===== src/rtl/datapath_sequencer.sv =====
// datapath_sequencer: multi-cycle control unit for the 8-bit-instruction
// datapath. Owns pc and ir, sequences FETCH/DECODE/EXEC/WB, and shares the
// register-file write port between core writeback and a host preload port.
module datapath_sequencer #(
  parameter int PC_WIDTH  = 4,
  parameter int LAST_PC   = 3,
  parameter int ALU_WIDTH = 16
) (
  input  logic                 clk,
  input  logic                 reset,
  input  logic                 start,
  input  logic                 step,
  input  logic                 halt_req,
  input  logic [7:0]           ins_in,
  input  logic [ALU_WIDTH-1:0] alu_result,
  input  logic                 host_wr_req,
  input  logic [1:0]           host_wr_sel,
  input  logic [ALU_WIDTH-1:0] host_wr_data,
  output logic [PC_WIDTH-1:0]  pc,
  output logic [1:0]           rf_sel1,
  output logic [1:0]           rf_sel2,
  output logic [1:0]           alu_opcode,
  output logic                 rf_we,
  output logic [1:0]           rf_wsel,
  output logic [ALU_WIDTH-1:0] rf_wdata,
  output logic                 host_wr_ack,
  output logic                 busy,
  output logic                 done,
  output logic [7:0]           instr_count
);

  typedef enum logic [2:0] {
    S_IDLE,
    S_FETCH,
    S_DECODE,
    S_EXEC,
    S_WB,
    S_DONE
  } state_t;

  localparam logic [PC_WIDTH-1:0] LAST = PC_WIDTH'(LAST_PC);

  state_t               state;
  logic [7:0]           ir;
  logic [ALU_WIDTH-1:0] res;
  logic                 step_mode;
  logic                 halt_pend;
  logic                 host_grant;
  logic                 in_flight;

  // Host owns the write port only while the core is idle; reset blocks it so
  // nothing is written while reset is held.
  assign host_grant = (state == S_IDLE) && host_wr_req && !reset;
  assign in_flight  = (state == S_FETCH) || (state == S_DECODE) ||
                      (state == S_EXEC)  || (state == S_WB);

  assign rf_sel1     = ir[3:2];
  assign rf_sel2     = ir[5:4];
  assign alu_opcode  = ir[1:0];
  assign busy        = (state != S_IDLE);
  assign done        = (state == S_DONE);
  assign host_wr_ack = host_grant;

  // Write-port mux: host grant and core WB are mutually exclusive by state.
  always_comb begin
    rf_we    = 1'b0;
    rf_wsel  = 2'b00;
    rf_wdata = '0;
    if (host_grant) begin
      rf_we    = 1'b1;
      rf_wsel  = host_wr_sel;
      rf_wdata = host_wr_data;
    end else if (state == S_WB) begin
      rf_we    = 1'b1;
      rf_wsel  = ir[7:6];
      rf_wdata = res;
    end
  end

  // Main sequencer: state, pc, ir, result latch, retire counter and halt flag.
  always_ff @(posedge clk or posedge reset) begin
    if (reset) begin
      state       <= S_IDLE;
      pc          <= '0;
      ir          <= '0;
      res         <= '0;
      instr_count <= '0;
      step_mode   <= 1'b0;
      halt_pend   <= 1'b0;
    end else begin
      if (in_flight && halt_req) begin
        halt_pend <= 1'b1;
      end
      case (state)
        S_IDLE: begin
          if (host_wr_req) begin
            state <= S_IDLE;
          end else if (start) begin
            pc          <= '0;
            instr_count <= '0;
            step_mode   <= 1'b0;
            state       <= S_FETCH;
          end else if (step) begin
            step_mode <= 1'b1;
            state     <= S_FETCH;
          end
        end
        S_FETCH: begin
          ir    <= ins_in;
          state <= S_DECODE;
        end
        S_DECODE: begin
          state <= S_EXEC;
        end
        S_EXEC: begin
          res   <= alu_result;
          state <= S_WB;
        end
        S_WB: begin
          if (instr_count != 8'hFF) begin
            instr_count <= instr_count + 8'd1;
          end
          if (step_mode) begin
            pc    <= (pc == LAST) ? '0 : pc + 1'b1;
            state <= S_DONE;
          end else if ((pc == LAST) || halt_pend || halt_req) begin
            state <= S_DONE;
          end else begin
            pc    <= pc + 1'b1;
            state <= S_FETCH;
          end
        end
        S_DONE: begin
          halt_pend <= 1'b0;
          state     <= S_IDLE;
        end
        default: begin
          state <= S_IDLE;
        end
      endcase
    end
  end

endmodule


===== config.mk =====
export PLATFORM = sky130hd
export DESIGN_NAME = datapath_sequencer
export DESIGN_NICKNAME = d
export VERILOG_FILES = /design/src/rtl/datapath_sequencer.sv
export SDC_FILE = /design/constraint.sdc
export NUM_CORES = 1
export LEC_CHECK = 0
export CAP_MARGIN = 10
export CORE_MARGIN = 5
export CORE_UTILIZATION = 39
export CTS_CLUSTER_DIAMETER = 150
export DETAILED_ROUTE_END_ITERATION = 10
export GPL_TIMING_DRIVEN = 0
export PLACE_DENSITY = 0.88
export SYNTH_ARGS = -nofsm -noshare
export SYNTH_HDL_FRONTEND = slang
export SYNTH_SLANG_ARGS = --single-unit

===== constraint.sdc =====
create_clock -name clk -period 1.7 [get_ports clk]
set_input_delay 0.34 -clock clk [delete_from_list [all_inputs] [get_ports clk]]
set_output_delay 0.34 -clock clk [all_outputs]
set_load 0.01 [all_outputs]

Word level (Yosys, flattened, before mapping)
Index checks and enable logic that the tools add are counted.
{"block": "word_totals", "register_bits": 41, "in_bits": 48, "wordCells": 65}
{"block": "classes", "add_sub_neg": 2, "eq_ne": 12, "n_mux": 26, "n_bitwise": 1, "n_reduce_logical": 17}
{"op": "16-bit 2-to-1 mux", "n": 2}
{"op": "8-bit 2-to-1 mux", "n": 3}
{"op": "4-bit 2-to-1 mux", "n": 5}
{"op": "8-bit case mux with 2 select lines", "n": 1}
{"op": "3-bit 2-to-1 mux", "n": 5}
{"op": "3-bit case mux with 5 select lines", "n": 1}
{"op": "8-bit by 1-bit adder with 8-bit output (second input constant)", "n": 1}
{"op": "8-bit != test (second input constant)", "n": 1}
{"op": "4-bit case mux with 2 select lines", "n": 1}
{"op": "4-bit AND reduction", "n": 2}
{"op": "3-bit by 2-bit == test with 1-bit output (second input constant)", "n": 2}
{"op": "3-bit == test (second input constant)", "n": 2}
{"op": "1-bit 2-to-1 mux", "n": 6}
{"op": "2-bit nonzero test", "n": 3}
{"op": "1-bit logical OR", "n": 5}
{"op": "4-bit by 1-bit adder with 4-bit output (second input constant)", "n": 1}
{"op": "4-bit by 2-bit == test with 1-bit output (second input constant)", "n": 1}
{"op": "2-bit 2-to-1 mux", "n": 2}
{"op": "2-bit != test (second input constant)", "n": 2}
{"op": "4-bit != test (second input constant)", "n": 1}
{"op": "3-bit by 1-bit == test with 1-bit output (second input constant)", "n": 1}
{"op": "1-bit logical AND", "n": 3}
{"op": "3-bit zero test", "n": 1}
{"op": "3-bit != test (second input constant)", "n": 1}
{"op": "other kinds (5)", "n": 5}

Longest topological paths before layout
Gate-level depths: netlist (run 1).
{"block": "depth", "word_depth": 7, "depth_mapped": 6, "depth_no_buf": 5}

Worst setup path after synthesis (run 1)
Ideal clock, no wire load.
{"block": "synth_timing", "path_kind": "register to output", "startpoint": "reg state[0]", "endpoint": "out rf_wdata[0]", "arrival_time_ns": 1.542, "path_slack_ns": -0.182, "path_stages_with_launch": 6, "path_buffers": 2, "path_cell_list": "dfrtp_1 buf_6 or3_1 nor3b_1 buf_2 a22o_1"}
{"block": "synth_via", "elab_chain_len": 4, "word_cells_on_any_way": 6}
{"element": "start: declaration", "line_no": "43", "rtl": "state_t state;"}
{"element": "start signal: assignment", "line_no": "83", "rtl": "state <= S_IDLE;"}
{"element": "start signal: assignment", "line_no": "97", "rtl": "state <= S_IDLE;"}
{"element": "start signal: assignment", "line_no": "102", "rtl": "state <= S_FETCH;"}
{"element": "3-bit zero test", "line_no": "53", "rtl": "assign host_grant = (state == S_IDLE) && host_wr_req && !reset;"}
{"element": "1-bit logical AND (2 in series)", "line_no": "53"}
{"element": "named net host_wr_ack", "line_no": "26", "rtl": "output logic host_wr_ack,"}
{"element": "16-bit 2-to-1 mux", "line_no": "69", "rtl": "if (host_grant) begin"}
{"element": "end: declaration", "line_no": "25", "rtl": "output logic [ALU_WIDTH-1:0] rf_wdata,"}
The timed path passes the listed nets, and every way through them passes these cells.

Worst setup path in the final report (run 1)
{"block": "layout_timing", "startpoint": "reg state[1]", "endpoint": "out rf_wdata[8]"}
{"block": "layout_via", "elab_chain_len": 4, "word_cells_on_any_way": 6}
{"element": "3-bit zero test", "line_no": "53"}
{"element": "1-bit logical AND (2 in series)", "line_no": "53"}
{"element": "16-bit 2-to-1 mux *", "line_no": "69"}
Mark *: on every way between the ends. The rest lies on a longest branch, timed or not.

==> metrics.yaml, run 1 <==
floorplanning:
  design.die.area_um2: 6972
  die_x_um: 83.50
  start_util_pct: 40.74
  core-area_um2: 5172
  io_pins: 88
  die_h_um: 83.50
  rows: 26
power:
  power_mw: 5.237
  p_leak_nw: 1.517
  combPwrFrac_pct: 54.5
  ir_worst_vdd_mv: 0.8563
  p_int_mw: 3.401
  pwr-share-seq_pct: 31.9
  power.density_nw_per_um2: 1499
  swShare_pct: 35.07
  p_switching_mw: 1.837
  power_frac_clock_pct: 13.6
logic_synthesis:
  async_flop_share_pct: 100.0
  synth_top_area_share_pct: 48.69
  syn_inst: 189
  synth-seq-area-share_pct: 48.69
  synth_seq_cells: 41
  synthDistinctLibCells: 41
  syn-cell-area_um2: 2107
  yosysWarnings: 0
  yosys.area.top_type: "dfrtp_1"
  synth.avg_cell_area_um2: 11.15
  synth_ff_type: "dfrtp_1"
  synth_area_leaders: "dfrtp_1 (49%), mux2_2 (13%), a22o_1 (7.5%)"
  synth_edf_count: 0
  synth_nets: 239
detailed_routing:
  drc_errors: 0
  drtIter0Drc: 139
  wl_per_cell_um: 17.49
  num_vias: 2017
  ant_nets: 0
  dr.pass1.iters: 4
  viasPerCell: 5.364
  wl_mm: 6.576
cells_and_area:
  nFillCells: 373
  diodes: 0
  final_nets: 355
  final_common_cell: "clkdlybuf4s50_1"
  finish.utilization_pct: 67.56
  layout_common_cells: "clkdlybuf4s50_1 (65), dfrtp_1 (38), mux2_2 (24)"
  area_delta_synth_final_pct: 65.86
  drive_gt1_share_pct: 38.56
worst_setup_path:
  worst-endpoint-arrival_ns: 1.93
  required_ns: 1.36
  cp_cell_sequence: "buf_6, or3_4, nor3b_4, buf_6, buf_6, a22o_1, buf_2"
  ff2ff_path_depth: 6
  max_stage_delay_ns: 0.39
  worst_r2r_endpoint: "instr_count[0]"
  reg2reg_slack_ns: -0.17
  critPathSlowestCell: "dfrtp_1"
  critPathTopFamily: "buffers and inverters"
  endpoint_kind: "output pin"
  critPathLaunch: "state[1]"
  cp_common_cell: "buf_6"
  r2r-start: "state[0]"
  cp.buffers_inverters: 4
  critPathKind: "reg2out"
  crit_path_max_fanout: 6
  start_kind: "flip-flop"
timing:
  relSlewSlack_pct: 42.75
  tightest_slew_ns: 0.8575
  period_needed_ns: 2.268
  rsz0062_at_grt: "yes"
  finalClockSkew_ns: 0.004869
  worst_slack_ns: -0.5681
  finalSetupViolCount: 29
  fmax_mhz: 440.9
  hold_viol: 0
  drv_slew: 0
  fin_crit_sh_pct: 133.4
worst_hold_path:
  min_from: "ir[4]"
  holdPathEnd: "ir[4]"
  min_path_type: "reg2reg"
  min_path_cells: 1
cts:
  clkSinkCount: 41
  cts_tree: "built"
  clock_latency_ns: 0.29
  clk_path_buf_depth: 2
  cts_made_buffers: 5
  cts.clk_slew.worst_paths_ns: 0.08
  htree_levels: 2
  clk_root_buffer_cell: "clkbuf_8"
grt:
  grt_first_pass_wirelength_mm: 10.44
  grt_use_total_pct: 18.34
  grt_overflow: 0
  grt_pass1_vias: 2138
  grt_max_degree: 42
  antenna_found_initial: 0
place:
  place_congestion: 0.8533
  numPortBuffers: 87
  hpwlAfterDp_mm: 4.407
outcome:
  status: "finished with violations"
  violations: "negative setup slack"
job:
  drv_cap: 0
## cells in the mapped netlist (3+ instances only)
cell	number
dfrtp_1	41
nor2_1	9
o21ai_0	9
a21oi_1	9
buf_4	6
nor3_1	3
inv_1	3
nand2_1	12
buf_2	5
mux2_2	25
a22o_1	18
nand3_1	6
## final cells by class
class                      count  area (µm²)  share of cell area (%)
multi-input combinational    130        1107                   31.69
timing repair buffer         110        1039                   29.72
clock inverter                 1       5.005                  0.1432
sequential                    41        1030                   29.47
tap                           70       87.58                   2.506
clock buffer                   7       96.34                   2.757
inverter                       3       13.76                  0.3938
buffer                        14       116.4                   3.330
## kinds of logic (layout without fill, tap and decap cells)
group,after synthesis,in the layout,synth area share [%]
mux,27,27,14.31
buf+inv,18,135,5.285
flops,41,41,48.69
compound gates,49,49,16.69
fa+ha+maj,2,2,1.187
xor+xnor,1,1,0.4158
simple gates,51,51,13.42
## flip-flops by register name (all words and copies together), names as in the netlist
| signal | flops |
|---|---|
| ir | 8 |
| halt_pend | 1 |
| instr_count | 8 |
| pc | 4 |
| state | 3 |
| step_mode | 1 |
| res | 16 |
## per-layer routing
| metal | global-route usage [%] | wire length (µm) | vias up |
|---|---|---|---|
| met4 | 4.678 | 87 | 0 |
| met5 | 0 | 0 | - |
| met3 | 6.022 | 565 | 11 |
| met2 | 33.24 | 3346 | 97 |
| li1 | - | - | 931 |
| met1 | 20.71 | 2576 | 978 |
## how the worst max path moves through the flow
stage                     cells past startpoint           end  slack, ns
final                                         7   rf_wdata[8]      -0.57
after global routing                          7   rf_wdata[8]      -0.64
after CTS                                     7  rf_wdata[13]      -0.59
after detailed placement                      5   rf_wdata[8]      -0.98
after global placement                        5  rf_wdata[13]      -0.96
after floorplan                               5   rf_wdata[0]      -0.06
## power by group through the flow
stage / sequential (mW) / clock [mW] / combinational (mW)
after floorplan: 1.58 / 0 / 1.37
after global placement: 1.62 / 0 / 2.21
after detailed placement: 1.64 / 0 / 2.28
after CTS: 1.64 / 0.719 / 2.47
after global routing: 1.72 / 0.766 / 3.07
final: 1.67 / 0.713 / 2.86
## timing repair
item / 4_1_cts / 5_1_grt
cloned: 2 / 0
hold buffers: 0 / 0
setup endpoints to repair: 49 / 35
setup buffers: 8 / 14
pin swaps: 11 / 13
gates resized for setup: 123 / 36
## metrics by stage
step                hold slack [ns]  instance area (µm²)  cells  TNS (ns)  setup WS (ns)
floorplan                    0.4798                 2122    189   -0.8780       -0.06049
global placement             0.4878                 3080    346    -42.21        -0.9580
detailed placement           0.4983                 3080    346    -20.66        -0.9797
CTS                          0.5173                 3283    364    -11.37        -0.5896
global route                 0.5303                 3495    376    -13.45        -0.6382
finish                       0.5117                 3495    376    -11.28        -0.5681
No activity file was read; power rests on OpenSTA's default activity.
==> inputs of run 2 (changes only) <==
--- a/config.mk
+++ b/config.mk
@@ -12,6 +12,7 @@
 export DETAILED_ROUTE_END_ITERATION = 10
 export GPL_TIMING_DRIVEN = 0
 export PLACE_DENSITY = 0.88
+export SLEW_MARGIN = 20
 export SYNTH_ARGS = -nofsm -noshare
 export SYNTH_HDL_FRONTEND = slang
 export SYNTH_SLANG_ARGS = --single-unit
==> metrics.yaml, run 2 (same netlist as run 1, synthesis figures left out) <==
worst_setup_path:
  endpoint_kind: "output pin"
  cp.buffers_inverters: 4  # unchanged
  crit_path_max_fanout: 6  # unchanged
  cp_common_cell: "buf_6"
  start_kind: "flip-flop"
  worst-endpoint-arrival_ns: 1.92  # about the same
  cp_cell_sequence: "buf_6, or3_4, nor3b_4, buf_6, buf_6, a22o_1, buf_2"
  critPathTopFamily: "simple AND/OR/NAND/NOR gates"
  required_ns: 1.36  # about the same
  max_stage_delay_ns: 0.40  # about the same
  critPathKind: "reg2out"
  critPathSlowestCell: "or3_4"
power:
  p_switching_mw: 1.784  # -2.9%
  swShare_pct: 34.65  # -0.42 points
  power_frac_clock_pct: 13.8  # +0.2 points
  pwr-share-seq_pct: 32.2  # +0.3 points
  combPwrFrac_pct: 54.0  # -0.5 points
  power.density_nw_per_um2: 1478  # -1.4%
  p_leak_nw: 1.516  # -0.12%
  ir_worst_vdd_mv: 0.9049  # +5.7%
  p_int_mw: 3.364  # -1.1%
cts:
  clock_latency_ns: 0.29  # about the same
  cts_tree: "built"
  cts_made_buffers: 5  # unchanged
  htree_levels: 2  # unchanged
  clkSinkCount: 41  # unchanged
  cts.clk_slew.worst_paths_ns: 0.09  # about the same
  clk_path_buf_depth: 2  # unchanged
  clk_root_buffer_cell: "clkbuf_8"
timing:
  holdWs_ns: 0.4742  # -0.03749 ns
  relSlewSlack_pct: 68.68  # +26 points
  finalSetupViolCount: 27  # -6.9%
  tightest_slew_ns: 0.4691  # -0.3884 ns
  worst_slack_ns: -0.5645  # +0.003642 ns
  drv_slew: 0  # unchanged
  fin_crit_sh_pct: 133.2  # -0.21 points
  setup-tns-final_ns: -11.06  # +0.2214 ns
  period_needed_ns: 2.264  # -0.003642 ns
  hold_viol: 0  # unchanged
  fmax_mhz: 441.6  # +0.16%
  rsz0062_at_grt: "yes"
  finalClockSkew_ns: 0.007849  # +0.002980 ns
place:
  placedCellCount: 347  # +0.29%
  hpwlAfterDp_mm: 4.455  # +1.1%
  numPortBuffers: 87  # unchanged
  postPlaceCellArea_um2: 3108  # +0.89%
  place_congestion: 0.8533  # unchanged
worst_hold_path:
  min_path_type: "in2async"
grt:
  grt_pass1_vias: 2135  # -0.14%
  grt_overflow: 0  # unchanged
  grt_use_total_pct: 17.99  # -0.36 points
  antenna_found_initial: 0  # unchanged
  grt_max_degree: 23  # -45%
  grt_first_pass_wirelength_mm: 10.16  # -2.7%
floorplanning:
  core-area_um2: 5172  # unchanged
  io_pins: 88  # unchanged
  rows: 26  # unchanged
  start_util_pct: 40.74  # unchanged
  die_h_um: 83.50  # unchanged
  design.die.area_um2: 6972  # unchanged
  die_x_um: 83.50  # unchanged
cells_and_area:
  finish.utilization_pct: 67.34  # -0.22 points
  reg_top3: "res (16), instr_count (8), ir (8)"
  diodes: 0  # unchanged
  area_delta_synth_final_pct: 65.32
  largest-register: "res"
  largest_reg_flops: 16  # unchanged
  drive_gt1_share_pct: 37.38  # -1.2 points
  fin_area_um2: 3483  # -0.32%
  final_nets: 354  # -0.28%
  layout_common_cells: "clkdlybuf4s50_1 (65), dfrtp_1 (38), mux2_2 (24)"
  final_cells: 375  # -0.27%
  final_common_cell: "clkdlybuf4s50_1"
detailed_routing:
  ant_nets: 0  # unchanged
  drtIter0Drc: 76  # -45%
  wl_per_cell_um: 17.01  # -2.7%
  dr.pass1.iters: 4  # unchanged
  drc_errors: 0  # unchanged
  wl_mm: 6.379  # -3.0%
  viasPerCell: 5.309  # -1.0%
  num_vias: 1991  # -1.3%
job:
  drv_cap: 0  # unchanged
outcome:
  violations: "negative setup slack"
  status: "finished with violations"
==> run 2: changes by cell type in the layout (fill, tap and decap cells not counted), sizes merged <==
cell,previous run,this run
buf,57,55
clkbuf,9,10
==> run 2: path summary, 6_finish.rpt <==
| check | slack (ns) | to | from | cells past startpoint |
|---|---|---|---|---|
| worst max-delay path | -0.56 | rf_wdata[13] | state[1] | 7 |
| worst min-delay path | 0.47 | halt_pend | reset | 2 |
| worst max register to register | -0.12 | instr_count[0] | state[0] | 6 |
| min in group clk | 0.51 | ir[4] | ir[4] | 1 |
| worst min register to register | 0.51 | ir[4] | ir[4] | 1 |
| max in group asynchronous | 0.75 | res[4] | reset | 3 |
==> run 2: repair_timing <==
action,CTS,global route
gates resized for setup,125,26
setup buffers,9,9
cloned,2,0
endpoints found under the setup margin,49,35
pin swaps,8,8
hold buffers,0,0
==> run 2: layout make-up <==
class	instances	area, µm²
fill	382	1689
multi-input combinational	130	1097
sequential	41	1030
timing repair buffer	108	1028
buffer	15	127.6
clock buffer	7	96.34
tap	70	87.58
inverter	3	11.26
clock inverter	1	5.005
==> run 2: worst reg2reg max path, stage by stage, from the launching register on <==
cell,delay [ns]
dfrtp_1,0.38
buf_6,0.13
buf_6,0.12
or3b_4,0.39
buf_6,0.13
o31ai_4,0.22
mux2_4,0.32
==> run 2: power groups by stage <==
stage / sequential, mW / combinational, mW / clock [mW]
2_1_floorplan: 1.58 / 1.37 / 0
4_1_cts: 1.64 / 2.49 / 0.721
3_3_place_gp: 1.62 / 2.21 / 0
3_5_place_dp: 1.64 / 2.28 / 0
5_1_grt: 1.70 / 3.00 / 0.765
6_report: 1.66 / 2.78 / 0.713
==> run 2: stage by stage <==
| step | setup slack (ns) | power, mW |
|---|---|---|
| after detailed placement | -0.9483 | 3.927 |
| after global routing | -0.6577 | 5.464 |
| after floorplan | -0.06049 | 2.951 |
| final | -0.5645 | 5.148 |
| after CTS | -0.6058 | 4.857 |
| after global placement | -0.9580 | 3.830 |
==> run 2: layer usage <==
layer	track usage [%]	share of wire, %	wire length, µm
met4	5.848	0.94	60
met3	7.009	9.0	574
met2	32.87	53	3361
met1	18.84	37	2382
met5	0	0	0
==> inputs of run 3 (changes only) <==
--- a/config.mk
+++ b/config.mk
@@ -11,6 +11,7 @@
 export CTS_CLUSTER_DIAMETER = 150
 export DETAILED_ROUTE_END_ITERATION = 10
 export GPL_TIMING_DRIVEN = 0
+export HOLD_SLACK_MARGIN = 0.15
 export PLACE_DENSITY = 0.88
 export SLEW_MARGIN = 20
 export SYNTH_ARGS = -nofsm -noshare
==> results of run 3 <==
Final layout, timing and power as in run 2 (identical DEF).
